### src/rtl/pb_bus_pkg.sv
`default_nettype none
// ============================================================================
// Module   : pb_bus_pkg
// Purpose  : Shared types and timing defaults for the lamp-bus sequencer.
// Revision : 1.0 - initial release
// ============================================================================
package pb_bus_pkg;

  localparam int c_N_REQ              = 2;
  localparam int c_DEF_SETUP_CYCLES   = 3;
  localparam int c_DEF_STROBE_CYCLES  = 6;
  localparam int c_DEF_HOLD_CYCLES    = 3;

  typedef enum logic [2:0] {
    ST_IDLE   = 3'd0,
    ST_SETUP  = 3'd1,
    ST_STROBE = 3'd2,
    ST_HOLD   = 3'd3,
    ST_DONE   = 3'd4
  } pb_state_e;

endpackage
`default_nettype wire

### src/rtl/pb_rr_arbiter.sv
`default_nettype none
// ============================================================================
// Module   : pb_rr_arbiter
// Purpose  : Two-way round-robin tie-break producing a one-hot grant.
// Revision : 1.0 - initial release
// ============================================================================
module pb_rr_arbiter
  import pb_bus_pkg::*;
(
  input  logic [c_N_REQ-1:0] req_i,
  input  logic               last_grant_i,
  output logic [c_N_REQ-1:0] grant_o
);

  // On a tie the requester that did not win last time gets the bus.
  always_comb begin
    grant_o = 2'b00;
    case (req_i)
      2'b01:   grant_o = 2'b01;
      2'b10:   grant_o = 2'b10;
      2'b11:   grant_o = last_grant_i ? 2'b01 : 2'b10;
      default: grant_o = 2'b00;
    endcase
  end

endmodule
`default_nettype wire

### src/rtl/pb_bus_sequencer.sv
`default_nettype none
// ============================================================================
// Module   : pb_bus_sequencer
// Purpose  : Two-requester sequencer driving setup/strobe/hold lamp-bus cycles.
// Revision : 1.0 - initial release
// ============================================================================
module pb_bus_sequencer
  import pb_bus_pkg::*;
#(
  parameter int SETUP_CYCLES  = c_DEF_SETUP_CYCLES,
  parameter int STROBE_CYCLES = c_DEF_STROBE_CYCLES,
  parameter int HOLD_CYCLES   = c_DEF_HOLD_CYCLES
) (
  input  logic        clock,
  input  logic        reset,
  input  logic [1:0]  req_valid,
  output logic [1:0]  req_ready,
  input  logic [1:0]  req_write,
  input  logic [7:0]  req_board,
  input  logic [5:0]  req_addr,
  input  logic [15:0] req_wdata,
  output logic [1:0]  rsp_valid,
  output logic [7:0]  rsp_rdata,
  output logic [3:0]  BOARD_X,
  output logic [2:0]  AddessPortPin,
  output logic        RdP,
  output logic        WrP,
  output logic [7:0]  Data_Out_Port,
  input  logic [7:0]  Data_In_Port,
  output logic        data_dir,
  output logic        busy
);

  if (SETUP_CYCLES < 1 || SETUP_CYCLES > 255) begin : g_bad_setup
    $error("SETUP_CYCLES must be within 1..255");
  end
  if (STROBE_CYCLES < 1 || STROBE_CYCLES > 255) begin : g_bad_strobe
    $error("STROBE_CYCLES must be within 1..255");
  end
  if (HOLD_CYCLES < 1 || HOLD_CYCLES > 255) begin : g_bad_hold
    $error("HOLD_CYCLES must be within 1..255");
  end

  localparam logic [7:0] c_SETUP_LOAD  = 8'(SETUP_CYCLES - 1);
  localparam logic [7:0] c_STROBE_LOAD = 8'(STROBE_CYCLES - 1);
  localparam logic [7:0] c_HOLD_LOAD   = 8'(HOLD_CYCLES - 1);

  pb_state_e   state_q, state_d;
  logic [7:0]  cnt_q, cnt_d;
  logic        write_q, write_d;
  logic        owner_q, owner_d;
  logic        last_grant_q, last_grant_d;
  logic [3:0]  board_q, board_d;
  logic [2:0]  addr_q, addr_d;
  logic [7:0]  wdata_q, wdata_d;
  logic [7:0]  rdata_q, rdata_d;
  logic        rdp_q, rdp_d;
  logic        wrp_q, wrp_d;
  logic        dir_q, dir_d;

  logic [1:0]  w_grant;
  logic        w_accept;
  logic        w_sel;

  pb_rr_arbiter u_arb (
    .req_i        (req_valid),
    .last_grant_i (last_grant_q),
    .grant_o      (w_grant)
  );

  // Ready is offered only while idle; reset forces it low without a clock.
  assign req_ready = (state_q == ST_IDLE && !reset) ? w_grant : 2'b00;
  assign w_accept  = |(req_valid & req_ready);
  assign w_sel     = req_ready[1];

  always_comb begin
    state_d      = state_q;
    cnt_d        = cnt_q;
    write_d      = write_q;
    owner_d      = owner_q;
    last_grant_d = last_grant_q;
    board_d      = board_q;
    addr_d       = addr_q;
    wdata_d      = wdata_q;
    rdata_d      = rdata_q;

    case (state_q)
      ST_IDLE: begin
        if (w_accept) begin
          state_d      = ST_SETUP;
          cnt_d        = c_SETUP_LOAD;
          write_d      = req_write[w_sel];
          owner_d      = w_sel;
          last_grant_d = w_sel;
          board_d      = w_sel ? req_board[7:4]  : req_board[3:0];
          addr_d       = w_sel ? req_addr[5:3]   : req_addr[2:0];
          wdata_d      = w_sel ? req_wdata[15:8] : req_wdata[7:0];
          rdata_d      = 8'h00;
        end
      end
      ST_SETUP: begin
        if (cnt_q == 8'd0) begin
          state_d = ST_STROBE;
          cnt_d   = c_STROBE_LOAD;
        end else begin
          cnt_d = cnt_q - 8'd1;
        end
      end
      ST_STROBE: begin
        if (cnt_q == 8'd0) begin
          state_d = ST_HOLD;
          cnt_d   = c_HOLD_LOAD;
          if (!write_q) rdata_d = Data_In_Port;
        end else begin
          cnt_d = cnt_q - 8'd1;
        end
      end
      ST_HOLD: begin
        if (cnt_q == 8'd0) state_d = ST_DONE;
        else               cnt_d   = cnt_q - 8'd1;
      end
      ST_DONE: state_d = ST_IDLE;
      default: state_d = ST_IDLE;
    endcase

    // Strobes and direction are registered from the next state so the pads
    // switch cleanly on the state-transition edge.
    rdp_d = !(state_d == ST_STROBE && !write_d);
    wrp_d = !(state_d == ST_STROBE && write_d);
    dir_d = write_d && (state_d inside {ST_SETUP, ST_STROBE, ST_HOLD});
  end

  always_ff @(posedge clock or posedge reset) begin
    if (reset) begin
      state_q      <= ST_IDLE;
      cnt_q        <= 8'd0;
      write_q      <= 1'b0;
      owner_q      <= 1'b0;
      last_grant_q <= 1'b1;
      board_q      <= 4'd0;
      addr_q       <= 3'd0;
      wdata_q      <= 8'd0;
      rdata_q      <= 8'd0;
      rdp_q        <= 1'b1;
      wrp_q        <= 1'b1;
      dir_q        <= 1'b0;
    end else begin
      state_q      <= state_d;
      cnt_q        <= cnt_d;
      write_q      <= write_d;
      owner_q      <= owner_d;
      last_grant_q <= last_grant_d;
      board_q      <= board_d;
      addr_q       <= addr_d;
      wdata_q      <= wdata_d;
      rdata_q      <= rdata_d;
      rdp_q        <= rdp_d;
      wrp_q        <= wrp_d;
      dir_q        <= dir_d;
    end
  end

  assign rsp_valid     = (state_q == ST_DONE) ? (owner_q ? 2'b10 : 2'b01) : 2'b00;
  assign rsp_rdata     = rdata_q;
  assign busy          = (state_q != ST_IDLE);
  assign BOARD_X       = board_q;
  assign AddessPortPin = addr_q;
  assign Data_Out_Port = wdata_q;
  assign RdP           = rdp_q;
  assign WrP           = wrp_q;
  assign data_dir      = dir_q;

endmodule
`default_nettype wire

### config.mk
export PLATFORM = sky130hd
export DESIGN_NAME = pb_bus_sequencer
export DESIGN_NICKNAME = d
export VERILOG_FILES = /design/src/rtl/pb_bus_pkg.sv /design/src/rtl/pb_rr_arbiter.sv /design/src/rtl/pb_bus_sequencer.sv
export SDC_FILE = /design/constraint.sdc
export NUM_CORES = 1
export LEC_CHECK = 0
export ABC_AREA = 1
export CORE_MARGIN = 8
export CORE_UTILIZATION = 40
export CTS_CLUSTER_DIAMETER = 200
export DETAILED_ROUTE_END_ITERATION = 8
export PLACE_DENSITY = 0.72
export SLEW_MARGIN = 20
export SYNTH_ARGS = -nofsm -noshare
export SYNTH_HDL_FRONTEND = slang
export SYNTH_SLANG_ARGS = --single-unit
### constraint.sdc
create_clock -name clock -period 5.3 [get_ports clock]
set_clock_uncertainty 0.1 [all_clocks]
set_input_delay 1.06 -clock clock [delete_from_list [all_inputs] [get_ports clock]]
set_output_delay 1.06 -clock clock [all_outputs]
set_load 0.05 [all_outputs]
==> results.md <==
- Worst-margin pin slew: 0.560 ns
- Via/cell ratio: 4.71
- Pre-antenna DRT Iters: 4
- Crit path max fanout: 17
- GR met1 Demand/Resource: 16.4%
- Routing usage on met2: 21.8%
- Class of the worst hold path: register to register
- Number of hold buffers added after cts: 0
- Gr busiest metal: met2
- Register area: 0.00100 mm^2
- TritonCTS Sinks: 40
- IO Port Bufs: 74
- DIE AREA: 0.00800 mm^2
- CP Capture Type: primary output
- Reg2reg setup slack: 3.40 ns
- Slowest CP cell: clkdlybuf4s50_1
- Critical Path RT: 4.14 ns
- Synth Area in XOR/XNOR: 1.22%
- Pleak: 1.39 nW
- Num rows: 26
- Main combinational cell family by area after synthesis: simple AND/OR/NAND/NOR gates
- Final ANT Viol Nets: 0
- Critical Path Stages: 4
- Seq/Total Area, Yosys: 46.6%
- Cell Pwr Density: 197 mW/mm^2
- H-Tree Depth: 2
- Post-Syn Area: 0.00216 mm^2
- Pins over their slew limit: 0
- Drt total wl: 5250 um
- GR Util met3: 7.17%
- RSZ-0062 raised after global routing: no
- Worst Setup SP: req_valid[1]
- Vias post-DR: 1,934
- Post-Synth Adder-Cell Area: 0.580%
- Critical Path AT: 2.87 ns
- Number of global-route vias before repair: 1,956
- Share of cells above drive strength 1: 15.0%
- Most Frequent Cell on Critical Path: clkdlybuf4s50_1
- Crit share post-route: 76.0%
- TritonCTS clock tree: built
- Syn Inst Count: 264
- Dpl cell area: 0.00294 mm^2
- Cell Chain, Critical Path: clkdlybuf4s50_1 > nand2_1 > nor2_4 > clkdlybuf4s50_1
- Min cycle time layout: 4.03 ns
- Status: finished clean
- DP HPWL: 3990 um
- Post-synth net total: 309
- Nets@finish: 385
- Multiplexer share of the synthesized area: 0%
- Peak VDD IR: 0.000100 V
- Setup crit start kind: input port
- Diode count: 0
- CP peak stage delay: 0.88 ns
- Yosys cell types: 28
- GRT overflow: 0
- Top cells by area, synth: dfrtp_1 (43%), nand2_1 (11%), nor2_1 (6.6%)
- # DRC: 0
- Final core occ: 59.0%
- Crit path to: req_ready[1]
- DRT iter0 DRCs: 103
- Fmax: 248 MHz
- CP Class: input port to primary output
- Worst setup margin: 1.27 ns
- Reg clk slew, reported paths: 0.07 ns
- Resized Gates After CTS: 0
- Syn avg cell area: 8.17 um^2
- Die Wd: 89.4 um
- Reg2reg start: cnt_q[0]
- Core box area: 0.00517 mm^2
- Post-CTS Setup Inserts: 0
- Simple-Gate Fraction of Synth Area: 31.0%
- Setup TNS: 0 ns
- Synth-to-Final Area Change: 41.6%
- Multi-input logic area: 996 um^2
- R2R depth: 9
- # IOs: 75
- CP top delay family: buffers and inverters
- GRT Util Overall: 14.0%
- Largest net degree at the start of global routing: 41
- Clock Path Buffers: 2
- WL per Instance: 12.8 um
- Root buf cell: clkbuf_8
- Compound-Gate Fraction of Synth Area: 13.3%
- Synth Warn #: 0
- Starting Density: 41.7%
- CP bufs+invs: 2
- Num CTS Buffers: 5
- Die height: 89.4 um
- Hold Vio Cnt, Final: 0
- Dominant cell type by area after synthesis: dfrtp_1
- Initial antenna violation count: 0
- Worst r2r dst: cnt_q[1]
- Slew margin rel.: 62.4%
- Post-synth top area share: 42.9%
- Filler cell count: 479
- First-pass GRT wire length: 8790 um
- Worst skew pair latency: 0.29 ns
- Finished Cell Area: 0.00305 mm^2
- Pre-CTS setup slack: 1.27 ns
- Max cap viols: 0
- FF+latch count, synth: 40
- Final Setup Violations: 0
- Gp weighted congestion: 0.831
-- stage by stage --
step	hold slack [ns]	power (mW)	std cells
6_report	0.385	0.601	411
5_1_grt	0.409	0.626	411
4_1_cts	0.388	0.611	411
3_5_place_dp	0.369	0.355	403
3_3_place_gp	0.364	0.355	403
2_1_floorplan	0.349	0.320	264
-- kinds of logic (layout without fill, tap and decap cells) --
| logic type | Yosys count | after routing |
|---|---|---|
| buffers and inverters | 32 | 109 |
| AND/OR/NAND/NOR | 137 | 137 |
| adder cells (fa/ha/maj) | 1 | 1 |
| AO/OA/AOI/OAI | 51 | 51 |
| XOR/XNOR | 3 | 3 |
| flip-flops | 40 | 40 |
-- layout by cell type (no fill, tap or decap), types with 6 or more instances in the layout --
master	netlist	final
inv_1	18	17
nor2_1	38	38
o21ai_1	10	10
dfrtp_1	37	37
o21ai_0	28	28
clkdlybuf4s50_1	0	74
inv_2	6	6
nand2_2	7	7
nand3_1	9	9
nand2_1	64	64
o21ai_2	8	8
-- worst min path at each step --
stage | startpoint | to | slack, ns | cells after the start
finish | rsp_rdata[1] | rsp_rdata[1] | 0.39 | 2
global route | rsp_rdata[1] | rsp_rdata[1] | 0.41 | 2
CTS | rsp_rdata[1] | rsp_rdata[1] | 0.39 | 2
detailed placement | rsp_rdata[1] | rsp_rdata[1] | 0.37 | 2
global placement | rsp_rdata[6] | rsp_rdata[6] | 0.36 | 2
floorplan | last_grant_q | last_grant_q | 0.35 | 2
-- report_power, final --
| part | internal, mW | switching, mW | total (mW) |
|---|---|---|---|
| sequential | 0.306 | 0.000446 | 0.306 |
| combinational | 0.0288 | 0.0135 | 0.0423 |
| clock | 0.142 | 0.111 | 0.252 |
| total | 0.477 | 0.125 | 0.601 |
-- metal layers --
layer	routed length (um)	part of all wire [%]
met1	2290	44
met2	2340	45
met3	560	11
met4	57	1.1
met5	0	0
-- worst min-delay path: cells and delay by family, from the launching register on --
family	cells	cell delay [ns]
and+or+nand+nor	1	0.06
AOI/OAI and AO/OA	1	0.05
DFF	1	0.35
-- cells in the mapped netlist --
| library cell | instances |
|---|---|
| nand2_1 | 64 |
| nor2_1 | 38 |
| dfrtp_1 | 37 |
| o21ai_0 | 28 |
| inv_1 | 18 |
| o21ai_1 | 10 |
| nand3_1 | 9 |
| o21ai_2 | 8 |
| nand2_2 | 7 |
| inv_2 | 6 |
| nand2_4 | 5 |
| nor2_2 | 4 |
| a21oi_1 | 3 |
| buf_2 | 3 |
| dfstp_2 | 3 |
| nor2_4 | 3 |
| xor2_1 | 3 |
| inv_4 | 2 |
| nand3_4 | 2 |
| nand4_1 | 2 |
| o22ai_1 | 2 |
| buf_12 | 1 |
| buf_4 | 1 |
| buf_6 | 1 |
| ha_1 | 1 |
| nor2_8 | 1 |
| nor3_1 | 1 |
| nor3_2 | 1 |
-- cell type report --
cell class,count,share of cell area (%)
Sequential cell,40,32.9
Multi-Input combinational cell,192,32.6
Timing Repair Buffer,75,24.5
Inverter,26,3.36
Tap cell,70,2.87
Clock buffer,5,2.25
Clock inverter,3,1.52
-- flip-flops by register name (all words and copies together) (netlist names) --
register       cells
Data_Out_Port      8
cnt_q              8
rsp_rdata          8
BOARD_X            4
AddessPortPin      3
state_q            3
RdP                1
WrP                1
data_dir           1
last_grant_q       1
owner_q            1
write_q            1
(Power assumes the default switching activity.)
